===== src/rtl/rv32i_pkg.sv =====
// Shared definitions for the rv32i boot path: widths, reset vector,
// boot sequencer state encoding and the image word address helper.
package rv32i_pkg;

  localparam int WORD_W         = 32;
  localparam int BYTE_W         = 8;
  localparam int BYTES_PER_WORD = WORD_W / BYTE_W;

  // Default byte address the core fetches from after reset.
  localparam logic [WORD_W-1:0] RST_VECTOR = 32'h0000_0000;

  typedef enum logic [2:0] {
    ST_HDR,
    ST_DATA,
    ST_WR,
    ST_CHK,
    ST_DLY,
    ST_RUN,
    ST_ERR
  } boot_state_t;

  // Byte address of image word idx; 32-bit modulo arithmetic on purpose.
  function automatic logic [WORD_W-1:0] word_addr(input logic [WORD_W-1:0] base,
                                                  input logic [WORD_W-1:0] idx);
    return base + (idx << 2);
  endfunction

endpackage


===== src/rtl/rv32i_byte_packer.sv =====
// Little-endian 4-byte assembler. Bytes shift in from the top so the first
// byte ends up in bits 7:0. word/word_valid are presented combinationally in
// the cycle the 4th byte is accepted; clear discards any partial word.
module rv32i_byte_packer
  import rv32i_pkg::*;
(
  input  logic              clk,
  input  logic              srst,
  input  logic              clear,
  input  logic              byte_valid,
  input  logic [BYTE_W-1:0] byte_in,
  output logic [WORD_W-1:0] word,
  output logic              word_valid
);

  logic [1:0]        cnt_reg;
  logic [WORD_W-1:0] shift_reg;

  // Shift accepted bytes in and count them modulo four.
  always_ff @(posedge clk) begin
    if (srst || clear) begin
      cnt_reg   <= 2'd0;
      shift_reg <= '0;
    end else if (byte_valid) begin
      shift_reg <= {byte_in, shift_reg[WORD_W-1:BYTE_W]};
      cnt_reg   <= cnt_reg + 2'd1;
    end
  end

  assign word       = {byte_in, shift_reg[WORD_W-1:BYTE_W]};
  assign word_valid = byte_valid && !clear && (cnt_reg == 2'd3);

endmodule


===== src/rtl/rv32i_boot_ctrl.sv =====
// Boot sequencer: holds the core in reset, receives a length-prefixed
// little-endian image over a byte stream, writes it to instruction memory
// from STARTUP_MEM_ADDR and releases the core after RELEASE_DLY cycles.
// Optional macro BOOT_CHECKSUM_EN adds a trailing XOR checksum word.
module rv32i_boot_ctrl
  import rv32i_pkg::*;
#(
  parameter logic [31:0] STARTUP_MEM_ADDR = RST_VECTOR,
  parameter int          MAX_WORDS        = 4096,
  parameter int          RELEASE_DLY      = 4
) (
  input  logic        clk_i,
  input  logic        rst_i,
  input  logic [7:0]  rx_data_i,
  input  logic        rx_valid_i,
  output logic        rx_ready_o,
  input  logic        boot_req_i,
  output logic        imem_we_o,
  output logic [31:0] imem_addr_o,
  output logic [31:0] imem_wdata_o,
  input  logic        imem_ready_i,
  output logic        core_rst_no,
  output logic        boot_done_o,
  output logic        err_o
);

  localparam int IDX_W = $clog2(MAX_WORDS + 1);

  boot_state_t       state_reg, state_next;
  logic [31:0]       n_reg;
  logic [IDX_W-1:0]  idx_reg;
  logic [7:0]        dly_cnt_reg;
  logic [31:0]       addr_reg;
  logic [31:0]       wdata_reg;
  logic              core_rst_n_reg;
  logic              boot_done_reg;
`ifdef BOOT_CHECKSUM_EN
  logic [31:0]       csum_reg;
`endif

  logic              byte_fire;
  logic [31:0]       word;
  logic              word_valid;
  logic              ack;
  logic              last_word;
  logic              dly_done;

  // A byte arriving together with boot_req_i is dropped.
  assign byte_fire = rx_valid_i && rx_ready_o && !boot_req_i;
  assign ack       = imem_we_o && imem_ready_i;
  assign last_word = (32'(idx_reg) + 32'd1) == n_reg;
  assign dly_done  = dly_cnt_reg == 8'(RELEASE_DLY - 1);

  rv32i_byte_packer u_packer (
    .clk        (clk_i),
    .srst       (rst_i),
    .clear      (boot_req_i),
    .byte_valid (byte_fire),
    .byte_in    (rx_data_i),
    .word       (word),
    .word_valid (word_valid)
  );

  // State register.
  always_ff @(posedge clk_i) begin
    if (rst_i) begin
      state_reg <= ST_HDR;
    end else begin
      state_reg <= state_next;
    end
  end

  // Next-state logic; boot_req_i overrides the normal flow from any state.
  always_comb begin
    state_next = state_reg;
    if (boot_req_i) begin
      state_next = ST_HDR;
    end else begin
      case (state_reg)
        ST_HDR: begin
          if (word_valid) begin
            if (word == 32'd0) begin
              state_next = ST_DLY;
            end else if (word > 32'(MAX_WORDS)) begin
              state_next = ST_ERR;
            end else begin
              state_next = ST_DATA;
            end
          end
        end
        ST_DATA: begin
          if (word_valid) begin
            state_next = ST_WR;
          end
        end
        ST_WR: begin
          if (ack) begin
            if (last_word) begin
`ifdef BOOT_CHECKSUM_EN
              state_next = ST_CHK;
`else
              state_next = ST_DLY;
`endif
            end else begin
              state_next = ST_DATA;
            end
          end
        end
`ifdef BOOT_CHECKSUM_EN
        ST_CHK: begin
          if (word_valid) begin
            state_next = (word == csum_reg) ? ST_DLY : ST_ERR;
          end
        end
`endif
        ST_DLY: begin
          if (dly_done) begin
            state_next = ST_RUN;
          end
        end
        ST_RUN:  state_next = ST_RUN;
        ST_ERR:  state_next = ST_ERR;
        default: state_next = ST_HDR;
      endcase
    end
  end

  // Datapath: header capture, write address/data, word index, release delay
  // and the registered core release outputs.
  always_ff @(posedge clk_i) begin
    if (rst_i || boot_req_i) begin
      n_reg          <= 32'd0;
      idx_reg        <= '0;
      dly_cnt_reg    <= 8'd0;
      addr_reg       <= STARTUP_MEM_ADDR;
      core_rst_n_reg <= 1'b0;
      boot_done_reg  <= 1'b0;
`ifdef BOOT_CHECKSUM_EN
      csum_reg       <= 32'd0;
`endif
      if (rst_i) begin
        wdata_reg <= 32'd0;
      end
    end else begin
      core_rst_n_reg <= (state_reg == ST_RUN);
      boot_done_reg  <= (state_reg == ST_RUN);
      dly_cnt_reg    <= (state_reg == ST_DLY) ? dly_cnt_reg + 8'd1 : 8'd0;
      if (state_reg == ST_HDR && word_valid) begin
        n_reg   <= word;
        idx_reg <= '0;
`ifdef BOOT_CHECKSUM_EN
        csum_reg <= word;
`endif
      end
      if (state_reg == ST_DATA && word_valid) begin
        wdata_reg <= word;
        addr_reg  <= word_addr(STARTUP_MEM_ADDR, 32'(idx_reg));
`ifdef BOOT_CHECKSUM_EN
        csum_reg  <= csum_reg ^ word;
`endif
      end
      if (state_reg == ST_WR && ack) begin
        idx_reg <= idx_reg + IDX_W'(1);
      end
    end
  end

  assign rx_ready_o   = (state_reg == ST_HDR) || (state_reg == ST_DATA) ||
                        (state_reg == ST_CHK);
  assign imem_we_o    = (state_reg == ST_WR);
  assign err_o        = (state_reg == ST_ERR);
  assign imem_addr_o  = addr_reg;
  assign imem_wdata_o = wdata_reg;
  assign core_rst_no  = core_rst_n_reg;
  assign boot_done_o  = boot_done_reg;

endmodule


===== config.mk =====
export PLATFORM = sky130hd
export DESIGN_NAME = rv32i_boot_ctrl
export DESIGN_NICKNAME = d
export VERILOG_FILES = /design/src/rtl/rv32i_pkg.sv /design/src/rtl/rv32i_byte_packer.sv /design/src/rtl/rv32i_boot_ctrl.sv
export SDC_FILE = /design/constraint.sdc
export NUM_CORES = 1
export LEC_CHECK = 0
export ABC_AREA = 1
export ABC_CLOCK_PERIOD_IN_PS = 3800
export CORE_MARGIN = 5
export CORE_UTILIZATION = 61
export CTS_BUF_LIST = sky130_fd_sc_hd__clkbuf_8
export DETAILED_ROUTE_END_ITERATION = 8
export HOLD_SLACK_MARGIN = 0.15
export PLACE_DENSITY = 0.87
export SYNTH_ARGS = -nofsm -noshare
export SYNTH_HDL_FRONTEND = slang
export SYNTH_SLANG_ARGS = --single-unit

===== constraint.sdc =====
create_clock -name clk_i -period 3.8 [get_ports clk_i]
set_clock_uncertainty 0.05 [all_clocks]
set_input_delay 0.57 -clock clk_i [delete_from_list [all_inputs] [get_ports clk_i]]
set_output_delay 0.57 -clock clk_i [all_outputs]
set_load 0.01 [all_outputs]

# [Yosys cells after proc, flatten, opt, wreduce, memory -nomap -nowiden]
# Index checks and enable logic that the tools add are counted.
[word_totals] ff_bits=136 output_inout_bits=69 elab_cells=62
[op_classes] add_sub_neg=4 order_cmp=1 eq_ne=14 n_mux=13 bitwise_logic=1 n_reduce_logical=20
[ops] op="two-way mux 32 bit" count=3
[ops] op="equality test 14 x 32 -> 1 bit" count=1
[ops] op="greater-than comparator 32 x 13 -> 1 bit (second input constant)" count=1
[ops] op="zero test 32 bit" count=1
[ops] op="two-way mux 13 bit" count=2
[ops] op="two-way mux 3 bit" count=7
[ops] op="case mux 3 bit (6 select lines)" count=1
[ops] op="adder 13 x 1 -> 14 bit (second input constant)" count=1
[ops] op="adder 13 x 1 -> 13 bit (second input constant)" count=1
[ops] op="equality test 3 bit (second input constant)" count=3
[ops] op="adder 8 x 1 -> 8 bit (second input constant)" count=1
[ops] op="equality test 8 x 2 -> 1 bit (second input constant)" count=1
[ops] op="logical AND 1 bit" count=8
[ops] op="inequality test 2 bit (second input constant)" count=4
[ops] op="equality test 3 x 2 -> 1 bit (second input constant)" count=2
[ops] op="AND reduction 4 bit" count=1
[ops] op="nonzero test 2 bit" count=2
[ops] op="OR reduction 2 bit" count=2
[ops] op="equality test 3 x 1 -> 1 bit (second input constant)" count=1
[ops] op="zero test 3 bit" count=1
[ops] op="logical OR 1 bit" count=3
[ops] op="adder 2 x 1 -> 2 bit (second input constant)" count=1
[ops] op="equality test 2 bit (second input constant)" count=1
[ops] op="inequality test 2 x 1 -> 1 bit (second input constant)" count=1
[ops] op="other kinds (3)" count=3

# [Longest topological paths before layout]
[logic_depth] word_depth=10 mapped_depth=15 mapped_depth_nobuf=15

# [Cells and area by module]
# Synthesis repeated with hierarchy kept, for this count alone.
[hier_totals] cells_unflattened=799 area_unflattened_um2=5915.7
[by_module_without_submodules] mod="rv32i_boot_ctrl" instances=1 cells_each=624 area_per_inst_um2=4750.8 seq_area_each_um2=2362.3
[by_module_without_submodules] mod="rv32i_byte_packer" instances=1 cells_each=175 area_per_inst_um2=1164.9 seq_area_each_um2=520.5

# [Worst setup path before layout]
# Ideal clock, no wire load.
[synth_path] kind="input -> register" start="input port rx_valid_i" end="register wdata_reg[0], in the netlist imem_wdata_o[0], enable pin" setup_time_ns=0.375 arrival_time_ns=1.786 slack_ns=1.590 stages=7 path_buffers=1 path_cell_list="nor3b_4 nand2_4 nor2_4 inv_2 nor2_4 buf_6 or2_2"
[synth_via] elab_chain_len=7
[synth_rtl] element="from (decl)" line_no="rv32i_boot_ctrl.sv:15" text="input logic rx_valid_i,"
[synth_rtl] element="logical AND 1 bit (2 in series)" line_no="rv32i_boot_ctrl.sv:49" text="assign byte_fire = rx_valid_i && rx_ready_o && !boot_req_i;"
[synth_rtl] element="logical AND 1 bit (2 in series)" line_no="rv32i_byte_packer.sv:31" text="assign word_valid = byte_valid && !clear && (cnt_reg == 2'd3);"
[synth_rtl] element="logical AND 1 bit" line_no="rv32i_boot_ctrl.sv:155" text="if (state_reg == ST_DATA && word_valid) begin"
[synth_rtl] element="nonzero test 2 bit (no line)"
[synth_rtl] element="AND reduction 2 bit (no line)"
[synth_rtl] element="to (signal assigned)" line_no="rv32i_boot_ctrl.sv:156" text="wdata_reg <= word;"
[synth_rtl] element="to (decl)" line_no="rv32i_boot_ctrl.sv:34" text="logic [31:0] wdata_reg;"
# No other way between the ends.
# A chain may end at the register's enable or synchronous reset.

# [Worst setup path in the final report]
[layout_path] start="register state_reg[1]" end="output port imem_we_o"
[layout_via] elab_chain_len=1
[layout_rtl] element="from (decl)" line_no="rv32i_boot_ctrl.sv:29" text="boot_state_t state_reg, state_next;"
[layout_rtl] element="from (signal assigned)" line_no="rv32i_boot_ctrl.sv:69" text="state_reg <= state_next;"
[layout_rtl] element="equality test 3 x 2 -> 1 bit" line_no="rv32i_boot_ctrl.sv:170" text="assign imem_we_o = (state_reg == ST_WR);"
[layout_rtl] element="to (decl)" line_no="rv32i_boot_ctrl.sv:18" text="output logic imem_we_o,"
# No other way between the ends.

==> metrics <==
result of the run=finished, final reports clean; Unique masters post-synth=36; post-route non-filler standard cell count=889; CP max FO=6; instance count of the mapped netlist=711; Seq/Total Area, Yosys=51.00%; fraction of the mapped netlist area in compound gates=14.61%; beginning of the worst register-to-register path=state_reg[0]; post-DP HPWL=8884 um; largest family of logic cells by synthesized area=simple AND/OR/NAND/NOR gates; TritonCTS sink count=128; synthesized-area fraction occupied by xor and xnor cells=0.5533%; maximum number of pins on one net before global-route repair=74; DR vias=4924; number of flops mapped to enable cells by yosys=32; Clock Pin Slew Worst Setup and Hold Paths=0.07 ns; Reg2Reg Setup Slack=1.36 ns; area added between synthesis and finish=17.46%; post-route fraction of the period consumed by the critical path=67.94%; Arrival @ worst endpoint=1.96 ns; fill cell count=648; drt via density=5.539; GRT Resource Usage Total=23.53%; total placed cells including tap cells=857; number of gates given a new drive strength after cts=0; Avg WL per Cell=14.55 um; H-Tree Depth=4; leakage dissipation=0.002557 uW; Yosys warnings=0; adder-cell share of the synthesized area=0.6640%; class of the tightest hold or removal check=register to register; maximum clock path buffer count=2; post-synth top area cell=dfxtp_1; total setup violations reported at the end of the flow=0; worst-case vdd ir drop=0.3058 mV; Total Negative Setup Slacks=0 ns; transition time of the tightest slew-check pin=1.087 ns; GRT met2 Usage=40.72%; CTS root buffer=clkbuf_8; endpoint of the worst register-to-register path=imem_wdata_o[2]; R2R depth=7; proportion of synthesized area in mux cells=0%; number of port buffers=62; number of antenna violations at the first check in global routing=0; cell depth of the worst hold path=1; synthesized area per cell=7.951 sq um; max-cap violations=0; category of the critical setup timing path=register to output port; Hold Violations, Final=0; number of cell rows=35; post-synthesis share of cell area spent on and, or, nand and nor gates=21.96%; Final nets=781; initial cell density of the core=61.76%; Post-route DRC=0; clock insertion delay at the later pin of the skew report=0.43 ns; number of DRC markers in iteration 0=368; overall die width=106.3 um; diode count=0; cell area after synthesis=0.005653 sq mm; area fraction of the dominant cell type after synthesis=34.00%; GP Congestion=0.8592; I/O pin cnt=82; most frequently used flop master after synthesis=dfxtp_1; setup repair after global routing missed its margin=false; GRT busiest layer=met2; top area cells in the synthesized netlist=dfxtp_1 34%, edfxtp_1 17%, a21oi_1 7.7%; die footprint=0.01129 sq mm; Overall Power=2753 uW; wire length of the first global-routing pass=21440 um; ys async rst share=0%; data required time at the worst endpoint=3.18 ns; remaining global-route overflow=0; share of post-route cells with drive strength above 1=7.326%; power per cell area=414.6 mW/mm^2; Std-Cell Core Area=0.009153 sq mm; Post-DRT Antenna Nets=0; number of buffers created by CTS=17; Hold Path End=dly_cnt_reg[0]; cts-stage hold buffer count=0; Seq. cell area=0.002883 sq mm; final hold slack=0.4099 ns; origin of the worst min-delay path=dly_cnt_reg[0]; flops & latches, synth=128; via count of the first global-routing pass=4714; max-slew violations=0; Achievable Freq=0.3873 GHz; global-route track usage on met1=27.59%; Post-CTS Setup Repair Bufs=0; fraction of the core area covered by cells at the end of the flow=72.55%; router iterations before antenna repair=5; element type at the critical path end=output port; total wirelength of the detailed-routed design=12930 um; CTS tree=built; post-route minimum period=2.582 ns; die outline height=106.3 um; Max-Slew Margin vs Limit=27.43%; global-route met3 utilization=5.525%; footprint of the multi-input gates=0.002215 sq mm; type of element launching the critical path=register
[synth_stat cells (3+ instances only)]
master	n
nand2_1	100
dfxtp_1	96
inv_1	91
a21oi_1	87
nor2_1	80
o21ai_0	64
nand3_1	46
edfxtp_1	32
buf_4	22
clkbuf_1	19
nor3_1	9
o21ai_1	9
nand4_1	8
nor2_4	5
nor4_1	5
inv_2	4
nor2_2	4
buf_1	3
buf_2	3
ha_1	3
[layer usage]
| metal | vias up | share of wire [%] |
|---|---|---|
| met5 | - | 0 |
| li1 | 2392 | - |
| met3 | 47 | 6.7 |
| met1 | 2265 | 41 |
| met4 | 0 | 3.3 |
| met2 | 220 | 49 |
[layout make-up]
cell class	instances	area share, %
Clock buffer	17	3.524
Clock inverter	15	2.563
Inverter	95	5.370
Multi-Input combinational cell	458	33.35
Sequential cell	128	43.41
Tap cell	111	2.092
Timing Repair Buffer	65	9.685
[cells in the final DEF, fill, tap and decap left out, drive strengths merged, types with 19 or more instances in the layout]
cell / Yosys / final
conb: 1 / 19
dfxtp: 96 / 96
nand3: 46 / 46
clkdlybuf4s50: 0 / 62
a21oi: 87 / 87
o21ai: 73 / 73
inv: 95 / 97
nor2: 90 / 90
nand2: 104 / 104
edfxtp: 32 / 32
[logic make-up after synthesis]
| group | count (synthesis) |
|---|---|
| XOR/XNOR | 2 |
| adder cells (fa/ha/maj) | 3 |
| buffers and inverters | 143 |
| AO/OA/AOI/OAI | 163 |
| flip-flops | 128 |
| other | 1 |
| AND/OR/NAND/NOR | 271 |
[power by group]
group          switching (uW)  internal, uW  total, uW
combinational            89.4          55.4        145
clock                     535           644       1180
sequential               11.1          1420       1430
[worst max-delay path by stage]
| stage | from | endpoint | slack (ns) | depth (start not counted) |
|---|---|---|---|---|
| after global placement | rx_valid_i | imem_wdata_o[4] | 0.91 | 7 |
| final | state_reg[1] | imem_we_o | 1.22 | 5 |
| after detailed placement | rx_valid_i | imem_wdata_o[2] | 0.82 | 7 |
| after global routing | state_reg[1] | imem_we_o | 1.09 | 5 |
| after floorplan | rx_valid_i | imem_wdata_o[0] | 1.59 | 7 |
| after CTS | state_reg[1] | imem_we_o | 1.20 | 5 |
[metrics by stage]
| stage | worst slack (ns) | instance area, sq um |
|---|---|---|
| after floorplan | 1.590 | 5720 |
| after global placement | 0.9074 | 6236 |
| after detailed placement | 0.8192 | 6236 |
| after CTS | 1.200 | 6640 |
| after global routing | 1.089 | 6640 |
| final | 1.218 | 6640 |
[worst max-delay path: stages (launching register included)]
cell and delay, ns:
dfxtp_1 0.43, inv_2 0.05, nor2_2 0.16, inv_1 0.11, nor2_2 0.20, clkdlybuf4s50_1 0.58
No activity file was read; power rests on OpenSTA's default activity.
